`config.mk`:
```
export PLATFORM = sky130hd
export DESIGN_NAME = q2_panel_input
export DESIGN_NICKNAME = d
export VERILOG_FILES = /design/src/rtl/q2_panel_input.sv
export SDC_FILE = /design/constraint.sdc
export NUM_CORES = 1
export LEC_CHECK = 0
export BUFFER_PORTS_ARGS = -buffer_cell sky130_fd_sc_hd__buf_2
export CORE_ASPECT_RATIO = 1.4
export CORE_MARGIN = 10
export CORE_UTILIZATION = 55
export DETAILED_ROUTE_END_ITERATION = 12
export GPL_TIMING_DRIVEN = 0
export PLACE_DENSITY = 0.74
export SYNTH_ARGS = -nofsm -noshare
export SYNTH_HDL_FRONTEND = slang
export SYNTH_SLANG_ARGS = --single-unit
```
`constraint.sdc`:
```
create_clock -name clk -period 4.7 [get_ports clk]
set_input_delay 0.94 -clock clk [delete_from_list [all_inputs] [get_ports clk]]
set_output_delay 0.94 -clock clk [all_outputs]
set_load 0.01 [all_outputs]
```
`src/rtl/q2_panel_input.sv`:
```
// Front-panel input conditioner for the q2 CPU: synchronises and debounces the raw panel
// switches into a stable 12-bit word and one-clock button strobes. Optional incp auto-repeat: Q2_PANEL_AUTOREPEAT_EN.
module q2_panel_input #(
  parameter int DEBOUNCE_CYCLES = 800,
  parameter int SYNC_STAGES     = 2,
  parameter int REPEAT_CYCLES   = 24000
) (
  input  logic        clk,
  input  logic        rst,
  input  logic [11:0] sw_in,
  input  logic        incp_in,
  input  logic        dep_in,
  input  logic        start_in,
  input  logic        stop_in,
  input  logic        run,
  output logic [11:0] sw,
  output logic        incp_pulse,
  output logic        dep_pulse,
  output logic        start_pulse,
  output logic        stop_pulse
);

  localparam int CW = $clog2(DEBOUNCE_CYCLES + 1);
  localparam logic [CW-1:0] CNT_LAST = CW'(DEBOUNCE_CYCLES - 1);
  localparam int unsigned NB = 4;

  typedef enum logic [1:0] {IDLE, PRESS, HELD, RELEASE} btn_state_t;

  if (DEBOUNCE_CYCLES < 1 || SYNC_STAGES < 2 || REPEAT_CYCLES < 1) begin : g_bad_cfg
    $error("q2_panel_input: invalid parameter set");
  end

  // Bit layout of the synchronised vector: [15:12] = stop, start, dep, incp; [11:0] = data switches.
  logic [15:0] sync_q [SYNC_STAGES];
  logic [15:0] s;
  logic [3:0]  btn;

  assign s   = sync_q[SYNC_STAGES-1];
  assign btn = s[15:12];

  always_ff @(posedge clk or negedge rst) begin
    if (!rst) begin
      for (int unsigned i = 0; i < SYNC_STAGES; i++) sync_q[i] <= '0;
    end else begin
      sync_q[0] <= {stop_in, start_in, dep_in, incp_in, sw_in};
      for (int unsigned i = 1; i < SYNC_STAGES; i++) sync_q[i] <= sync_q[i-1];
    end
  end

  btn_state_t    state [NB];
  logic [CW-1:0] cnt   [NB];
  logic [NB-1:0] accept;

  always_comb begin
    accept = '0;
    for (int unsigned i = 0; i < NB; i++)
      accept[i] = (state[i] == PRESS) && btn[i] && (cnt[i] == CNT_LAST);
  end

  always_ff @(posedge clk or negedge rst) begin
    if (!rst) begin
      for (int unsigned i = 0; i < NB; i++) begin
        state[i] <= IDLE;
        cnt[i]   <= '0;
      end
    end else begin
      for (int unsigned i = 0; i < NB; i++) begin
        case (state[i])
          IDLE: begin
            if (btn[i]) begin
              state[i] <= PRESS;
              cnt[i]   <= '0;
            end
          end
          PRESS: begin
            if (!btn[i])                state[i] <= IDLE;
            else if (cnt[i] == CNT_LAST) state[i] <= HELD;
            else                         cnt[i]   <= cnt[i] + CW'(1);
          end
          HELD: begin
            if (!btn[i]) begin
              state[i] <= RELEASE;
              cnt[i]   <= '0;
            end
          end
          RELEASE: begin
            if (btn[i])                  state[i] <= HELD;
            else if (cnt[i] == CNT_LAST) state[i] <= IDLE;
            else                         cnt[i]   <= cnt[i] + CW'(1);
          end
          default: state[i] <= IDLE;
        endcase
      end
    end
  end

  logic repeat_fire;

`ifdef Q2_PANEL_AUTOREPEAT_EN
  localparam int RPW = $clog2(REPEAT_CYCLES + 1);
  localparam logic [RPW-1:0] REP_LAST = RPW'(REPEAT_CYCLES - 1);

  logic [RPW-1:0] rep_cnt;
  logic           rep_active;

  // Counts only while incp stays in HELD; leaving HELD or run=1 restarts the period.
  assign rep_active  = (state[0] == HELD) && btn[0] && !run;
  assign repeat_fire = rep_active && (rep_cnt == REP_LAST);

  always_ff @(posedge clk or negedge rst) begin
    if (!rst)             rep_cnt <= '0;
    else if (!rep_active) rep_cnt <= '0;
    else if (repeat_fire) rep_cnt <= '0;
    else                  rep_cnt <= rep_cnt + RPW'(1);
  end
`else
  assign repeat_fire = 1'b0;
`endif

  logic [11:0]   shadow;
  logic [CW-1:0] sw_cnt;

  always_ff @(posedge clk or negedge rst) begin
    if (!rst) begin
      shadow      <= '0;
      sw_cnt      <= '0;
      sw          <= '0;
      incp_pulse  <= 1'b0;
      dep_pulse   <= 1'b0;
      start_pulse <= 1'b0;
      stop_pulse  <= 1'b0;
    end else begin
      incp_pulse  <= (accept[0] | repeat_fire) & ~run;
      dep_pulse   <= accept[1] & ~run;
      start_pulse <= accept[2] & ~accept[3];
      stop_pulse  <= accept[3];
      // sw only ever loads the whole shadow word, so a partial update is never visible.
      if (s[11:0] != shadow) begin
        shadow <= s[11:0];
        sw_cnt <= '0;
      end else if (sw_cnt == CNT_LAST) begin
        sw <= shadow;
      end else begin
        sw_cnt <= sw_cnt + CW'(1);
      end
    end
  end

endmodule

```
==> summary.txt, run 1 <==
Status
  – Status: finished clean

Timing
  – Worst Clk Skew: 8.81 ps
  – Setup violators final: 0
  – Period minus WS final: 2190 ps
  – Worst setup margin: 2510 ps
  – Max Fclk: 456 MHz
  – Fin crit share: 46.6%
  – Hold Slack: 342 ps
  – Worst-Margin Slew: 733 ps
  – RSZ-0062 raised after global routing: no
  – Setup_tns: 0 ps
  – Slew margin rel.: 50.8%
  – Pins Over Slew Limit: 0
  – Final Hold Viols: 0

Power
  – Reg power frac: 43.1%
  – Combinational Power Share: 4.0%
  – Switching share of power: 21.4%
  – Sw Pwr: 0.541 mW
  – Peak supply drop: 0.364 mV
  – Lkg Pwr: 2.70 nW
  – Clock share of power: 53.0%
  – Cell area power density: 425 nW/um^2
  – Power Internal: 1.99 mW

Global routing
  – GR Util All Layers: 16.0%
  – Largest net degree at the start of global routing: 85
  – First-pass GRT wire length: 17,300 microns
  – Antenna violations before repair: 0
  – Vias in the first global route: 3,663
  – Total global routing overflow: 0

Setup path
  – Worst endpoint required time: 4990 ps
  – Slowest stage delay, CP: 550 ps
  – Crit path DAT: 2490 ps
  – Startpoint Class: flop
  – Slowest cell on crit path: nor3_2
  – Crit end category: flop
  – Critical path, cell by cell: ha_1 -> nand4_1 -> nor3_2 -> mux2_2 -> a22o_1
  – Max FO, Critical Path: 9
  – CP Class: flop to flop

Clocking
  – CTS Root Cell: clkbuf_16
  – Clock Tree Buf Depth: 2
  – CTS buffer count: 17
  – Hold Buf Count CTS: 0
  – CTS clock-pin slew for the worst setup and hold paths: 60 ps
  – H-tree levels: 4
  – Post-CTS Setup Repair Bufs: 0
  – Resize count post-CTS: 0
  – CTS sink cnt: 118
  – Clock Latency Late Sink: 410 ps
  – CTS tree: done

Floorplan
  – Vert. Die Dim: 133 microns
  – Die X-Extent: 100 microns
  – DIE AREA: 13,300 sq um
  – Io pins: 35
  – Core area: 8930 sq um
  – Row count: 41
  – Initial Util: 55.9%

Drt
  – Routed Antenna Nets: 0
  – DR vias/cell: 5.70
  – DRT Pass-1 Iters: 8
  – 1st-iter DRT viols: 224
  – Total wire length: 9770 microns
  – DR vias: 3,487
  – DR WL/cell: 16.0 microns
  – # DRC: 0

Final layout
  – Multi-input gate area: 1930 sq um
  – Final net count: 516
  – Layout area overhead: 19.2%
  – Share of cells above drive strength 1: 19.0%
  – Area occupied by registers: 2950 sq um
  – # fillers: 667
  – Antenna diodes: 0

Yosys
  – Leading cell type by number of instances after synthesis: dfrtp_1
  – Seq cells post-synth: 118
  – Number of synthesized flops with an enable pin: 0
  – Syn_nets: 462
  – Synth unique cells: 47
  – Post-synth top cells: 118 x dfrtp_1, 41 x nor2_1, 40 x nand2_1, 29 x o21ai_0, 24 x a21oi_1
  – Synth Area per Inst: 11.4 sq um
  – Synth Instances: 438
  – Synth area leaders: dfrtp_1 59%, xor2_1 3.5%, nor2_1 3.1%
  – Asr flop ratio synth: 100%
  – Cell Area, Synth: 4990 sq um
  – Warnings, synthesis: 0
  – Ys flop type: dfrtp_1
  – Top cell type by total area after synthesis: dfrtp_1
  – Post-synth top area share: 59.2%
  – Post-synthesis sequential area ratio: 59.2%

Placement
  – Pre-CTS setup slack: 2550 ps
  – I/O Buffers: 34
  – Placer Congestion: 0.875
  – Final HPWL DP: 6300 microns

Run
  – Max-Cap Viols: 0

Min path
  – HP Class: flop to flop
-- routing by layer --
layer  vias up  share of wire (%)  wire length, microns  global-route usage (%)
met5         -                  0                     0                       0
met4         0                1.5                   151                    6.77
met3        15                4.1                   399                    4.95
met2        80                 55                  5360                    28.0
met1      1727                 39                  3860                    17.2
li1       1665                  -                     -                       -
-- through the flow --
stage                     area (sq um)  utilization (%)  power [mW]  std cells
after floorplan                   4990                -        1.15        438
after global placement            5290             59.3        1.20        579
after detailed placement          5330             59.7        1.21        580
after CTS                         5950             66.6        2.56        612
after global routing              5950             66.6        2.62        612
final                             5950             66.6        2.53        612
-- cell families (layout without fill, tap and decap cells) --
logic type | count (synthesis) | count (layout) | share of synthesized area, %
AOI/OAI and AO/OA | 74 | 74 | 8.78
muxes | 30 | 30 | 7.25
DFF | 118 | 118 | 59.2
adders and majority gates | 5 | 5 | 1.25
xor gates and xnor gates | 29 | 29 | 5.09
buffers and inverters | 27 | 94 | 2.21
and+or+nand+nor | 155 | 155 | 16.2
-- final timing paths --
kind / start / end / slack (ps) / cells after the start
min in group asynchronous: rst / cnt[15] / 420 / 1
hold / removal: sync_q[17] / s[1] / 340 / 0
hold reg to reg: sync_q[17] / s[1] / 340 / 0
setup reg to reg: cnt[0] / cnt[0] / 2510 / 5
max in group asynchronous: rst / sync_q[25] / 3580 / 2
setup / recovery: cnt[0] / cnt[0] / 2510 / 5
-- critical path, delay by kind of cell (launching register included) --
family	cells	cell delay, ps
AOI/OAI and AO/OA	1	170
adders and majority gates	1	240
muxes	1	410
and+or+nand+nor	2	820
DFF	1	430
-- layout by cell type, fill, tap and decap left out, types with 3 or more instances in the layout --
cell	count
o31ai_1	3
nand3_1	11
nor2_1	41
ha_1	5
and4_1	3
dfrtp_1	118
clkinv_2	6
xor2_1	20
nand4_1	15
inv_1	8
mux2_2	9
nor4_1	7
o21ai_0	29
xnor2_1	9
bufinv_16	4
or3_1	7
a21oi_1	24
nor3_1	10
and3_1	3
nand2b_1	4
nand2_1	40
mux2i_1	11
buf_2	34
clkbuf_16	17
or4_1	3
clkbuf_1	17
a22o_1	5
mux2_4	10
-- state kept, by name, indices dropped and copies added (netlist names), named ones only --
register / count
cnt: 40
dep_pulse: 1
incp_pulse: 1
s: 16
shadow: 12
start_pulse: 1
state: 4
stop_pulse: 1
sw: 12
sw_cnt: 10
sync_q: 16
-- power groups by stage --
stage	Combinational, mW	Sequential, mW	Clock [mW]
finish	0.100	1.09	1.34
global route	0.120	1.09	1.40
CTS	0.103	1.09	1.36
detailed placement	0.102	1.10	0
global placement	0.0942	1.10	0
floorplan	0.0587	1.10	0
-- cell type report --
| cell class | instances | share of cell area, % |
|---|---|---|
| clock buffer | 18 | 7.38 |
| clock inverter | 14 | 3.07 |
| multi-input combinational | 293 | 32.4 |
| inverter | 8 | 0.505 |
| tap | 107 | 2.25 |
| timing repair buffer | 35 | 3.43 |
| sequential | 118 | 49.6 |
| buffer | 19 | 1.35 |
Note: power is estimated with default switching activity, not from simulation.
==> run 2: changes to the inputs <==
==> constraint.sdc (replaced) <==
create_clock -name clk -period 2.3 [get_ports clk]
set_input_delay 0.46 -clock clk [delete_from_list [all_inputs] [get_ports clk]]
set_output_delay 0.46 -clock clk [all_outputs]
set_load 0.01 [all_outputs]
==> run 2 against run 1 <==
  * Hold slack lost 190 ps
  * Highest routed layer unchanged
  * Sequential power up 100%
  * Sequential cell count is the same
  * Critical endpoint is now sw[10]
  * Largest power group unchanged
==> summary.txt, run 2 (same netlist as run 1, synthesis figures left out) <==
Setup path
  – Slowest stage delay, CP: 430 ps (-120 ps)
  – Crit path DAT: 2370 ps (-120 ps)
  – CP Class: flop to flop
  – Max FO, Critical Path: 10 (+1)
  – Worst endpoint required time: 2590 ps (-2400 ps)
  – Crit end category: flop
  – R2R Path Start: sw_cnt[7]
  – Slowest cell on crit path: dfrtp_1
  – Critical path, cell by cell: or3_4 -> nor3_4 -> nand4_2 -> buf_6 -> mux2_4
  – Crit path launch: sw_cnt[7]
  – Startpoint Class: flop

Timing
  – Worst Clk Skew: 7.91 ps (-0.904 ps)
  – Slew margin rel.: 50.7% (-0.098 points)
  – Pins Over Slew Limit: 0 (unchanged)
  – Fin crit share: 90.5% (+44 points)
  – RSZ-0062 raised after global routing: no
  – Max Fclk: 481 MHz (+5.3%)
  – Period minus WS final: 2080 ps (-111 ps)
  – Final Hold Viols: 0 (unchanged)
  – Worst-Margin Slew: 734 ps (+1.46 ps)
  – Setup violators final: 0 (unchanged)

Placement
  – I/O Buffers: 34 (unchanged)
  – Dpl cell area: 5330 sq um (unchanged)
  – Placer Congestion: 0.875 (unchanged)
  – Final HPWL DP: 6300 microns (unchanged)
  – Dpl cells: 580 (unchanged)

Drt
  – Met2 WL: 5340 microns (-0.37%)
  – Met3 WL: 454 microns (+14%)
  – DR WL/cell: 16.0 microns (+0.49%)
  – DR vias: 3,503 (+0.46%)
  – Routed Antenna Nets: 0 (unchanged)
  – # DRC: 0 (unchanged)
  – Highest Signal Layer: met4
  – DRT Pass-1 Iters: 5 (-3)
  – 1st-iter DRT viols: 180 (-20%)
  – DR vias/cell: 5.71 (+0.29%)
  – WL met1: 3840 microns (-0.49%)
  – Total wire length: 9830 microns (+0.66%)

Global routing
  – Vias in the first global route: 3,666 (+0.082%)
  – First-pass GRT wire length: 17,300 microns (about the same)
  – Total global routing overflow: 0 (unchanged)
  – Antenna violations before repair: 0 (unchanged)
  – Largest net degree at the start of global routing: 85 (unchanged)
  – GR Util All Layers: 16.0% (about the same)

Final layout
  – Commonest non-fill, non-tap cell in the layout: dfrtp_1
  – Layout area overhead: 19.6%
  – Design area: 5960 sq um (+0.27%)
  – Multi-input gate area: 1930 sq um (+0.32%)
  – Most flops, register: cnt
  – Post-Layout Cell Count: 613 (+0.16%)
  – # fillers: 663 (-0.60%)
  – Final net count: 517 (+0.19%)
  – Share of cells above drive strength 1: 19.0% (-0.038 points)
  – Max reg flops: 40 (unchanged)
  – Area occupied by registers: 2950 sq um (unchanged)
  – Antenna diodes: 0 (unchanged)
  – Most frequent cells in the layout: 118 x dfrtp_1, 41 x nor2_1, 40 x nand2_1, 34 x buf_2, 29 x o21ai_0

Clocking
  – Post-CTS Setup Repair Bufs: 0 (unchanged)
  – CTS Root Cell: clkbuf_16
  – H-tree levels: 4 (unchanged)
  – CTS clock-pin slew for the worst setup and hold paths: 60 ps (about the same)
  – CTS sink cnt: 118 (unchanged)
  – CTS tree: done
  – Clock Tree Buf Depth: 2 (unchanged)
  – CTS buffer count: 17 (unchanged)
  – Clock Latency Late Sink: 410 ps (about the same)

Floorplan
  – Die X-Extent: 100 microns (unchanged)
  – Vert. Die Dim: 133 microns (unchanged)
  – Io pins: 35 (unchanged)
  – Core area: 8930 sq um (unchanged)
  – Initial Util: 55.9% (unchanged)
  – Row count: 41 (unchanged)
  – DIE AREA: 13,300 sq um (unchanged)

Run
  – Max-Cap Viols: 0 (unchanged)

Min path
  – Hold path start: sw_in[2]
  – HP Class: primary input to flop

Status
  – Status: finished clean

Power
  – Peak supply drop: 0.741 mV (+100%)
  – Cell area power density: 866 nW/um^2 (+100%)
  – Lkg Pwr: 2.70 nW (+0.16%)
[run 2: area by class of cell]
class,count,share of cell area [%]
Buffer,19,1.34
Clock buffer,18,7.36
Clock inverter,14,3.06
Inverter,8,0.503
Multi-Input combinational cell,293,32.4
Sequential cell,118,49.5
Tap cell,107,2.24
Timing Repair Buffer,36,3.59
[run 2: repair_timing]
item                                    in CTS  in global routing
endpoints found under the setup margin       0                  1
hold buffers                                 1                  0
gates resized for setup                      0                  1
endpoints found under the hold margin       34                  0
[run 2: final timing paths]
check                             end  cells after the start  slack, ps
max                            sw[10]                      5        220
min                        sync_q[18]                      1        150
max reg2reg                    sw[10]                      5        220
min reg2reg                      s[0]                      0        340
max in group asynchronous  sync_q[25]                      3       1110
min in group asynchronous     cnt[15]                      2        510
[run 2: worst max-delay path, delay by kind of cell, from the launching register on]
kind	cells	cell delay, ps
buf+inv	1	230
simple gates	3	1000
flops	1	430
mux	1	300
[run 2: power breakdown]
| group | switching, mW | leakage (nW) | internal (mW) |
|---|---|---|---|
| Clock | 0.910 | 0.305 | 1.83 |
| Combinational | 0.125 | 0.867 | 0.0819 |
| Sequential | 0.0710 | 1.53 | 2.15 |
| Total | 1.11 | 2.70 | 4.06 |
[run 2: metrics by stage]
step                      setup TNS, ps  utilization, %  hold slack, ps  setup slack [ps]  power (mW)
after floorplan                       0               -             164               441        2.36
after global placement           -69010            59.3             332              -592        2.45
after detailed placement              0            59.7             335               148        2.47
after CTS                             0            66.8             132               124        5.22
after global routing                  0            66.8             140              92.5        5.35
final                                 0            66.8             151               219        5.17
[run 2: layer usage]
layer / track usage, % / up-vias
met1: 17.2 / 1720
met2: 28.0 / 94
li1: - / 1670
met3: 5.00 / 19
met5: 0 / -
met4: 6.77 / 0
